===== src/rtl/trap_controller_pkg.sv =====
// Shared types and cause encodings for the machine-mode trap sequencer.
package trap_controller_pkg;

  typedef enum logic [1:0] {
    IDLE   = 2'd0,
    DRAIN  = 2'd1,
    COMMIT = 2'd2
  } trap_state_t;

  localparam int INTERRUPT_BIT = 31;

  localparam logic [31:0] CAUSE_ILLEGAL_INST = 32'd2;
  localparam logic [31:0] CAUSE_BREAKPOINT   = 32'd3;
  localparam logic [31:0] CAUSE_ECALL_M      = 32'd11;

  localparam logic [4:0] IRQ_MSI = 5'd3;
  localparam logic [4:0] IRQ_MTI = 5'd7;
  localparam logic [4:0] IRQ_MEI = 5'd11;

  function automatic logic [31:0] irq_cause(input logic [4:0] code);
    logic [31:0] c;
    c                = '0;
    c[INTERRUPT_BIT] = 1'b1;
    c[4:0]           = code;
    return c;
  endfunction

endpackage


===== src/rtl/trap_sync.sv =====
// Reset-to-zero flop chain bringing the asynchronous external interrupt into CLK.
module trap_sync #(
  parameter int SYNC_STAGES = 2
) (
  input  logic CLK,
  input  logic nRST,
  input  logic async_i,
  output logic sync_o
);
  logic [SYNC_STAGES-1:0] sync_q;

  always_ff @(posedge CLK or negedge nRST) begin
    if (!nRST) begin
      sync_q <= '0;
    end else begin
      sync_q[0] <= async_i;
      for (int i = 1; i < SYNC_STAGES; i++) sync_q[i] <= sync_q[i-1];
    end
  end

  assign sync_o = sync_q[SYNC_STAGES-1];
endmodule


===== src/rtl/trap_controller.sv =====
// Machine-mode trap entry sequencer: prioritise, drain the memory stage, commit once.
// Optional vectored interrupt targets are enabled with TRAP_VECTORED_EN.
module trap_controller
  import trap_controller_pkg::*;
#(
  parameter int          SYNC_STAGES  = 2,
  parameter logic [31:0] RESET_VECTOR = 32'h0000_0000
) (
  input  logic        CLK,
  input  logic        nRST,
  input  logic        illegal_inst,
  input  logic        ecall,
  input  logic        ebreak,
  input  logic [31:0] e2mif_pc,
  input  logic        e2mif_valid,
  input  logic        dmem_busy,
  input  logic        msip_i,
  input  logic        mtip_i,
  input  logic        meip_i,
  input  logic        interrupt_en,
  input  logic [2:0]  mie_i,
  input  logic [1:0]  mtvec_mode,
  input  logic [31:0] mtvec_base,
  input  logic        mtvec_valid_i,
  output logic        hold,
  output logic        exception,
  output logic        is_interrupt,
  output logic [31:0] exception_cause,
  output logic [31:0] exception_pc,
  output logic [31:0] exception_target,
  output logic        f2dif_flush,
  output logic        d2eif_flush,
  output logic        e2mif_flush,
  output logic        m2wif_flush
);
  logic        meip_sync;
  trap_state_t state_q;
  logic        post_commit_q, exc_q, is_int_q;
  logic [31:0] cause_q, epc_q, target_q;
  logic [2:0]  irq_pend;
  logic        irq_ok, evt, is_int_d;
  logic [31:0] cause_d, target_d;

  trap_sync #(.SYNC_STAGES(SYNC_STAGES)) u_meip_sync (
    .CLK    (CLK),
    .nRST   (nRST),
    .async_i(meip_i),
    .sync_o (meip_sync)
  );

  // The CSR file clears MIE on the strobe one cycle late, so mask interrupts for that cycle.
  always_comb begin
    irq_pend = {meip_sync & mie_i[2], mtip_i & mie_i[1], msip_i & mie_i[0]};
    irq_ok   = interrupt_en & e2mif_valid & ~post_commit_q;
    evt      = 1'b1;
    is_int_d = 1'b0;
    cause_d  = '0;
    if (illegal_inst)               cause_d = CAUSE_ILLEGAL_INST;
    else if (ebreak)                cause_d = CAUSE_BREAKPOINT;
    else if (ecall)                 cause_d = CAUSE_ECALL_M;
    else if (irq_ok && irq_pend[2]) begin cause_d = irq_cause(IRQ_MEI); is_int_d = 1'b1; end
    else if (irq_ok && irq_pend[0]) begin cause_d = irq_cause(IRQ_MSI); is_int_d = 1'b1; end
    else if (irq_ok && irq_pend[1]) begin cause_d = irq_cause(IRQ_MTI); is_int_d = 1'b1; end
    else                            evt = 1'b0;
  end

`ifdef TRAP_VECTORED_EN
  always_comb begin
    target_d = mtvec_base;
    if (!mtvec_valid_i)                         target_d = RESET_VECTOR;
    else if (is_int_d && mtvec_mode == 2'd1)    target_d = mtvec_base + {25'd0, cause_d[4:0], 2'b00};
  end
`else
  logic unused_mode;
  assign unused_mode = ^mtvec_mode;
  assign target_d    = mtvec_valid_i ? mtvec_base : RESET_VECTOR;
`endif

  always_ff @(posedge CLK or negedge nRST) begin
    if (!nRST) begin
      state_q       <= IDLE;
      post_commit_q <= 1'b0;
      exc_q         <= 1'b0;
      is_int_q      <= 1'b0;
      cause_q       <= '0;
      epc_q         <= '0;
      target_q      <= '0;
    end else begin
      case (state_q)
        IDLE: begin
          post_commit_q <= 1'b0;
          if (evt) begin
            cause_q  <= cause_d;
            is_int_q <= is_int_d;
            epc_q    <= e2mif_pc;
            target_q <= target_d;
            if (dmem_busy) state_q <= DRAIN;
            else begin
              state_q <= COMMIT;
              exc_q   <= 1'b1;
            end
          end
        end
        DRAIN: begin
          if (!dmem_busy) begin
            state_q <= COMMIT;
            exc_q   <= 1'b1;
          end
        end
        COMMIT: begin
          state_q       <= IDLE;
          exc_q         <= 1'b0;
          post_commit_q <= 1'b1;
        end
        default: begin
          state_q <= IDLE;
          exc_q   <= 1'b0;
        end
      endcase
    end
  end

  assign hold             = (state_q == IDLE) ? evt : 1'b1;
  assign exception        = exc_q;
  assign is_interrupt     = exc_q & is_int_q;
  assign exception_cause  = exc_q ? cause_q  : '0;
  assign exception_pc     = exc_q ? epc_q    : '0;
  assign exception_target = exc_q ? target_q : '0;
  assign f2dif_flush      = exc_q;
  assign d2eif_flush      = exc_q;
  assign e2mif_flush      = exc_q;
  assign m2wif_flush      = exc_q;
endmodule


===== config.mk =====
export PLATFORM = sky130hd
export DESIGN_NAME = trap_controller
export DESIGN_NICKNAME = d
export VERILOG_FILES = /design/src/rtl/trap_controller_pkg.sv /design/src/rtl/trap_sync.sv /design/src/rtl/trap_controller.sv
export SDC_FILE = /design/constraint.sdc
export NUM_CORES = 1
export LEC_CHECK = 0
export CELL_PAD_IN_SITES_DETAIL_PLACEMENT = 0
export CELL_PAD_IN_SITES_GLOBAL_PLACEMENT = 1
export CORE_ASPECT_RATIO = 1.25
export CORE_UTILIZATION = 25
export CTS_CLUSTER_SIZE = 10
export DETAILED_ROUTE_END_ITERATION = 12
export GPL_TIMING_DRIVEN = 0
export PLACE_DENSITY = 0.75
export SETUP_SLACK_MARGIN = 0.2
export SLEW_MARGIN = 0
export SYNTH_ARGS = -nofsm -noshare
export SYNTH_HDL_FRONTEND = slang
export SYNTH_SLANG_ARGS = --single-unit

===== constraint.sdc =====
create_clock -name CLK -period 2.04 [get_ports CLK]
set_clock_uncertainty 0.2 [all_clocks]
set_input_delay 0.408 -clock CLK [delete_from_list [all_inputs] [get_ports CLK]]
set_output_delay 0.408 -clock CLK [all_outputs]
set_load 0.005 [all_outputs]

# Word level (Yosys, flattened, before mapping)

Cells that the tools add are included.

Logic and storage cells: 54
Output and inout port bits: 103
Flip-flop bits (word level): 103
Bits in read-only memories: 0
Latch bits: 0
Memories: 0
Bits of input ports: 81
RAM bits: 0

Reduce and logical (&&, ||, !) cells: 7
Bitwise operators: 7
Shift operators: 0
Add/subtract/negate cells: 0
$lt $le $gt $ge: 0
Eq/ne operators: 4
Div/mod/pow operators: 0
Multiply operators: 0
Muxes and demuxes: 28

Operators by type and width:

| kind                                                            | number |
|---|---|
| 32-bit two-way mux                                              | 10 |
| 1-bit two-way mux                                               | 12 |
| 1-bit AND                                                       | 6 |
| 2-bit two-way mux                                               | 3 |
| 2-bit != test, second input constant                            | 2 |
| 1-bit case mux with 2 select lines                              | 2 |
| 2-bit case mux with 2 select lines                              | 1 |
| 2-bit AND reduction                                             | 2 |
| 1-bit logical AND                                               | 3 |
| 2-bit by 1-bit == test with 1-bit output, second input constant | 1 |
| 2-bit == test, second input constant                            | 1 |
| 2-bit zero test                                                 | 1 |
| 2-bit nonzero test                                              | 1 |
| 1-bit inverter                                                  | 1 |

# Depth between registers and ports, before layout

Gate-level depths: netlist of run 1.

Depth after elaboration: 11
Gate-level depth with buffers: 6
Gate-level depth less buffers: 4

# Cells and area by module

From an unflattened synthesis of run 1, not the netlist that was laid out.

Cell total of the unflattened synthesis: 352
Area, all modules: 3831.2 um^2

By module, submodules not included:

| module          | area an instance (um^2) | cells each | seq. area each (um^2) | times used |
|---|---|---|---|---|
| trap_controller | 3781.1                  | 350        | 1826.8                | 1 |
| trap_sync       | 50.0                    | 2          | 50.0                  | 1 |

# Worst setup path before layout of run 1

OpenSTA, ideal clock, no wires.

Path type: input port to flip-flop
Start: in illegal_inst
End: reg epc_q[16]
Library setup time: 125 ps
Path buffers: 3
Data required time: 1715 ps
Arrival time: 1647 ps
Slack: 68 ps
Stages on the path: 6
Cells stage by stage: or3_1 -> buf_2 -> o21ai_4 -> buf_6 -> buf_12 -> mux2_4

Longest elaborated chain between the ends: 2

Ends and longest elaborated chain:

| element                              | RTL line              | source |
|---|---|---|
| start: declaration                   | trap_controller.sv:11 | `input logic illegal_inst,` |
| 1-bit two-way mux                    | trap_controller.sv:58 | `if (illegal_inst) cause_d = CAUSE_ILLEGAL_INST;` |
| 2-bit AND reduction (no source line) | -                     |  |
| end signal: assignment               | trap_controller.sv:95 | `epc_q <= e2mif_pc;` |
| end: declaration                     | trap_controller.sv:39 | `logic [31:0] cause_q, epc_q, target_q;` |

Every way passes these cells.
A chain may end at the register's enable or synchronous reset.

# Worst setup path after layout of run 1

Start: reg exc_q, in the netlist d2eif_flush
End: out exception_cause[31]

Longest elaborated chain between the ends: 1

Ends and longest elaborated chain:

| element                  | RTL line               | source |
|---|---|---|
| start: declaration       | trap_controller.sv:38  | `logic post_commit_q, exc_q, is_int_q;` |
| start signal: assignment | trap_controller.sv:83  | `exc_q <= 1'b0;` |
| start signal: assignment | trap_controller.sv:100 | `exc_q <= 1'b1;` |
| start signal: assignment | trap_controller.sv:107 | `exc_q <= 1'b1;` |
| 32-bit two-way mux       | trap_controller.sv:126 | `assign exception_cause = exc_q ? cause_q : '0;` |
| end: declaration         | trap_controller.sv:28  | `output logic [31:0] exception_cause,` |

Every way passes these cells.

==> impl_metrics.json, run 1 <==
{
  "hold_class": "register to register",
  "drtIter0Drc": 36,
  "cts_buffers": 9,
  "cts_max_level": 3,
  "synth-seq-area-share": 0.490,
  "firstDrtPassIters": 4,
  "grt_max_degree": 39,
  "drive_above_1_share": 0.468,
  "syn_to_final_growth_pct": 85.6,
  "cp-start-kind": "register",
  "slowest_delay_ns": 0.43,
  "pin_count": 184,
  "cts_tree": "yes",
  "antenna_found_initial": 0,
  "fin_hold_ws_ns": 0.148,
  "dp_hpwl_mm": 7.29,
  "start_util": 0.256,
  "vias": 3180,
  "fin_nets": 668,
  "worstMarginPinSlew_ns": 0.517,
  "avgViaCountPerCell": 4.11,
  "clk_latency_ns": 0.33,
  "fin_crit_ns": 2.04,
  "yosys_warnings": 0,
  "cp.arrival_ns": 1.43,
  "syn_inst": 352,
  "grt.total_usage": 0.146,
  "status": "finished, final reports clean",
  "finalPower_uw": 5610,
  "core.rowCount": 50,
  "path_cells": "buf_12 > clkbuf_16 > and2_4 > buf_6 > buf_6",
  "fin_tns_setup_ns": 0,
  "grt_overflow_total": 0,
  "hp-start": "u_meip_sync.sync_q[0]",
  "die_y_um": 140,
  "wirelength_mm": 11.2,
  "hold_viol": 0,
  "gp_routability_congestion": 0.724,
  "crit-reg2reg-launch": "u_meip_sync.sync_q[1]",
  "timing.fmax_ghz": 0.491,
  "fillers": 1404,
  "timing.final.crit_share": 0.999,
  "grt_pass1_vias": 3459,
  "die_x_um": 113,
  "drv_cap": 0,
  "synth_cell_type_count": 31,
  "cpMaxStageDelayCell": "dfrtp_2",
  "io_buffers": 154,
  "avgRoutedWirePerCell_um": 14.5,
  "synth_area_sq_um": 3830,
  "clk_path_buf_depth": 2,
  "critPathKind": "register to output pin",
  "crit_path_max_fanout": 8,
  "seq_area_sq_um": 1880,
  "diodes": 0,
  "postRouteAntennaNets": 0,
  "cts.sink_count": 75,
  "syn_avg_cell_area_sq_um": 10.9,
  "critPathBufInv": 4,
  "clk_pin_slew_ns": 0.06,
  "critical_path.top_delay_family": "buffers and inverters",
  "synth-seq-cells": 75,
  "max_slew_margin": 0.655,
  "drc": 0,
  "worst-endpoint-required_ns": 1.43,
  "power_density_nw_per_um2": 789,
  "slew_viol_final": 0,
  "rsz0062_at_grt": "yes",
  "startpoint": "d2eif_flush",
  "multi_input_area_sq_um": 1810,
  "setup_viol": 0,
  "reg2reg_slack_ns": 0.03,
  "core-area_sq_um": 15000,
  "path_common_cell": "buf_6",
  "cp-end-kind": "output pin",
  "ir_drop_uv": 408,
  "grt_pass1_wl_mm": 17.6,
  "cts-root-buf": "clkbuf_16",
  "die-area_sq_um": 15800,
  "p_leak_uw": 0.00359
}
through the flow:
stage | util | area [sq um] | setup slack (ns) | instances
2_1_floorplan | - | 3930 | 0.0679 | 378
3_3_place_gp | 0.381 | 5700 | -2.40 | 714
3_5_place_dp | 0.382 | 5720 | -0.603 | 715
4_1_cts | 0.463 | 6920 | -0.0283 | 767
5_1_grt | 0.476 | 7110 | -0.0401 | 774
6_report | 0.476 | 7110 | 0.00214 | 774
power by group:
group          total [uW]  leakage [uW]  internal, uW  switching [uW]
sequential           1870      0.000919          1730             141
clock                1730      0.000157          1110             620
combinational        2020       0.00252          1370             650
placed cells by master, fill, tap and decap left out, types with 2 or more instances in the layout:
master,n
bufinv_16,2
buf_4,35
clkbuf_1,5
a21oi_1,2
buf_6,72
buf_16,7
buf_8,8
clkbuf_8,5
o21ai_0,3
dlygate4sd2_1,7
clkbuf_16,14
buf_12,15
and2_4,53
clkdlybuf4s50_1,67
nor3_1,4
and2_1,16
mux2_4,33
dfrtp_1,74
mux2i_1,31
nand2_1,33
conb_1,27
buf_2,22
inv_1,32
cells in the mapped netlist, drive strengths merged:
master	count	area share
mux2i	32	0.084
o21ai	4	0.0082
a22oi	1	0.0020
and3b	1	0.0023
nand3b	1	0.0020
a31oi	1	0.0016
nor3b	1	0.0020
nor2b	1	0.0016
nand2	34	0.033
a2bb2oi	1	0.0023
conb	1	0.00098
nand2b	1	0.0016
nor2	2	0.0020
nor3	4	0.0052
o31a	1	0.0023
dfrtp	75	0.49
buf	40	0.085
inv	32	0.031
nor4	1	0.0016
clkbuf	10	0.0098
and2	69	0.11
a21oi	3	0.0049
a41o	1	0.0026
or3	1	0.0016
mux2	34	0.11
sequential cells by signal, summed over array words and instances, names as in the netlist:
name / cells
epc_q: 32
target_q: 32
cause_q: 5
state_q: 2
u_meip_sync.sync_q: 2
d2eif_flush: 1
post_commit_q: 1
area by class of cell:
type | count | area share
Inverter | 32 | 0.0169
Clock inverter | 4 | 0.0104
Buffer | 50 | 0.0767
Tap cell | 182 | 0.0320
Timing Repair Buffer | 198 | 0.310
Clock buffer | 12 | 0.0347
Sequential cell | 75 | 0.264
Multi-Input combinational cell | 221 | 0.255
per-layer routing:
metal | wire (um) | global-route usage | vias up
met2 | 6010 | 0.269 | 108
met5 | 0 | 0 | -
met3 | 749 | 0.0498 | 8
li1 | - | - | 1526
met1 | 4320 | 0.157 | 1538
met4 | 114 | 0.0365 | 0
path summary, 6_finish.rpt:
check                      cells past startpoint               endpoint
setup reg to reg                               7              epc_q[26]
hold reg to reg                                0  u_meip_sync.sync_q[1]
setup / recovery                               5    exception_cause[31]
hold / removal                                 0  u_meip_sync.sync_q[1]
min in group asynchronous                      2           target_q[11]
max in group asynchronous                      3            d2eif_flush
cells by family after synthesis:
group / synth area share
buffers and inverters: 0.126
muxes: 0.193
AOI/OAI and AO/OA: 0.0238
other: 0.000979
DFF: 0.490
and+or+nand+nor: 0.166
worst register-to-register path, delay by kind of cell (launching register included):
family / cells / cell delay [ns]
flops: 1 / 0.38
buf+inv: 3 / 0.37
mux: 1 / 0.30
compound gates: 3 / 0.62
timing repair:
| item | CTS | global route |
|---|---|---|
| hold endpoints to repair | 37 | 0 |
| setup buffers | 24 | 5 |
| resized for setup | 503 | 27 |
| pin swaps | 7 | 3 |
| hold buffers | 1 | 0 |
| setup endpoints to repair | 142 | 141 |
| gates cloned | 11 | 2 |
Power figures use the tool's default switching activity.
==> run 2: changes to the inputs <==
==> constraint.sdc (replaced) <==
create_clock -name CLK -period 1.9 [get_ports CLK]
set_clock_uncertainty 0.2 [all_clocks]
set_input_delay 0.38 -clock CLK [delete_from_list [all_inputs] [get_ports CLK]]
set_output_delay 0.38 -clock CLK [all_outputs]
set_load 0.005 [all_outputs]
==> impl_metrics.json, run 2 (synthesis results as in run 1) <==
{
  "grt_pass1_wl_mm": 17.3,
  "cp-end-kind": "register",
  "switchingPower_uw": 1500,
  "diodes": 0,
  "crit_path_max_fanout": 5,
  "layout_setup_ws_ns": -0.119,
  "start_util": 0.256,
  "critPathBufInv": 4,
  "hold_viol": 0,
  "cp-start-kind": "register",
  "cpMaxStageDelayCell": "dfrtp_1",
  "drive_above_1_share": 0.465,
  "firstDrtPassIters": 4,
  "rsz0062_at_grt": "yes",
  "seqPwrFrac": 0.335,
  "timing.final.crit_share": 1.06,
  "pin_count": 184,
  "avgRoutedWirePerCell_um": 14.3,
  "grt_pass1_vias": 3397,
  "cts_buffers": 9,
  "drtIter0Drc": 59,
  "fin_hold_ws_ns": 0.148,
  "postRouteAntennaNets": 0,
  "ir_drop_uv": 440,
  "core-area_sq_um": 15000,
  "critical_path.top_delay_family": "buffers and inverters",
  "syn_to_final_growth_pct": 83.5,
  "finalPower_uw": 5990,
  "final_util": 0.470,
  "fin_cells": 771,
  "avgViaCountPerCell": 4.08,
  "top_regs": "epc_q (32), target_q (32), cause_q (5)",
  "fin_nets": 665,
  "grt_overflow_total": 0,
  "dp_cells": 715,
  "gp_routability_congestion": 0.724,
  "p_leak_uw": 0.00355,
  "p_int_uw": 4480,
  "grt_max_degree": 39,
  "vias": 3147,
  "cp.arrival_ns": 2.03,
  "hold_class": "register to register",
  "max_slew_margin": 0.656,
  "slowest_delay_ns": 0.39,
  "wirelength_mm": 11.0,
  "cts_max_level": 3,
  "power_frac_comb": 0.355,
  "slew_viol_final": 0,
  "die_x_um": 113,
  "switching_share": 0.251,
  "clk_path_buf_depth": 2,
  "status": "finished, violations left",
  "worst-endpoint-required_ns": 1.91,
  "antenna_found_initial": 0,
  "die-area_sq_um": 15800,
  "cts.sink_count": 75,
  "core.rowCount": 50,
  "violations": "negative setup slack",
  "clk_pin_slew_ns": 0.06,
  "clk_latency_ns": 0.33,
  "mostFrequentLayoutCells": "dfrtp_1 (74), clkdlybuf4s50_1 (67), buf_6 (66)",
  "fin_crit_ns": 2.02,
  "place_ws_ns": -0.692,
  "setup_viol": 43,
  "clockPowerShare": 0.310,
  "grt.total_usage": 0.143,
  "power_density_nw_per_um2": 852,
  "critPathKind": "register to register",
  "drc": 0,
  "io_buffers": 154,
  "cts-root-buf": "clkbuf_16",
  "cts_tree": "yes",
  "drv_cap": 0,
  "die_y_um": 140,
  "worstMarginPinSlew_ns": 0.516,
  "dp_hpwl_mm": 7.29,
  "layout_commonest_cell": "dfrtp_1",
  "timing.fmax_ghz": 0.495,
  "path_common_cell": "buf_12",
  "path_cells": "nand3b_1 > a21oi_4 > o21ai_4 > buf_12 > buf_12 > buf_12 > buf_16 > mux2_4"
}
-- run 2: path summary, 6_finish.rpt --
check                                 startpoint                     to  slack [ns]  depth (start not counted)
max                                post_commit_q              epc_q[17]       -0.12                          8
min                        u_meip_sync.sync_q[0]  u_meip_sync.sync_q[1]        0.15                          0
max reg2reg                        post_commit_q              epc_q[17]       -0.12                          8
min reg2reg                u_meip_sync.sync_q[0]  u_meip_sync.sync_q[1]        0.15                          0
max in group asynchronous                   nRST            d2eif_flush        0.52                          3
min in group asynchronous                   nRST           target_q[11]        0.37                          2
-- run 2: final cells by class --
class / count / area [sq um]
tap: 182 / 228
multi-input combinational: 221 / 1810
buffer: 50 / 546
timing repair buffer: 195 / 2130
clock inverter: 4 / 73.8
clock buffer: 12 / 246
fill: 1424 / 7920
sequential: 75 / 1880
inverter: 32 / 120
-- run 2: worst register-to-register path, stage by stage, from the launching register on --
cell,delay [ns]
dfrtp_1,0.39
nand3b_1,0.21
a21oi_4,0.21
o21ai_4,0.08
buf_12,0.14
buf_12,0.13
buf_12,0.12
buf_16,0.13
mux2_4,0.30
-- run 2: repair_timing --
item                       4_1_cts  5_1_grt
setup endpoints to repair      143      141
hold buffers                     1        0
setup buffers                   24        3
gates cloned                    11        1
hold endpoints to repair        37        0
resized for setup              436       70
pin swaps                        7        0
-- run 2: power groups by stage --
stage / logic [uW] / registers [uW] / clock network (uW)
finish: 2130 / 2010 / 1850
global route: 2280 / 2040 / 1990
CTS: 2030 / 2000 / 1900
detailed placement: 1470 / 2020 / 0
global placement: 1450 / 2010 / 0
floorplan: 720 / 1970 / 0
-- run 2: layer usage --
metal | vias to the layer above | GRT usage | wire length [um]
met5 | - | 0 | 0
met4 | 0 | 0.0358 | 102
met3 | 7 | 0.0480 | 717
met2 | 107 | 0.263 | 5900
met1 | 1511 | 0.157 | 4310
li1 | 1522 | - | -
-- run 2: metrics by stage --
| step | setup TNS, ns | instance area (sq um) |
|---|---|---|
| after floorplan | -0.441 | 3930 |
| after global placement | -259.04 | 5700 |
| after detailed placement | -73.32 | 5720 |
| after CTS | -5.44 | 6920 |
| after global routing | -8.43 | 7030 |
| final | -3.14 | 7030 |
==> run 3: changes to the inputs <==
--- a/config.mk
+++ b/config.mk
@@ -5,6 +5,7 @@
 export SDC_FILE = /design/constraint.sdc
 export NUM_CORES = 1
 export LEC_CHECK = 0
+export CAP_MARGIN = 20
 export CELL_PAD_IN_SITES_DETAIL_PLACEMENT = 0
 export CELL_PAD_IN_SITES_GLOBAL_PLACEMENT = 1
 export CORE_ASPECT_RATIO = 1.25
==> results of run 3 <==
No change in the layout: final DEF, timing and power equal those of run 2.
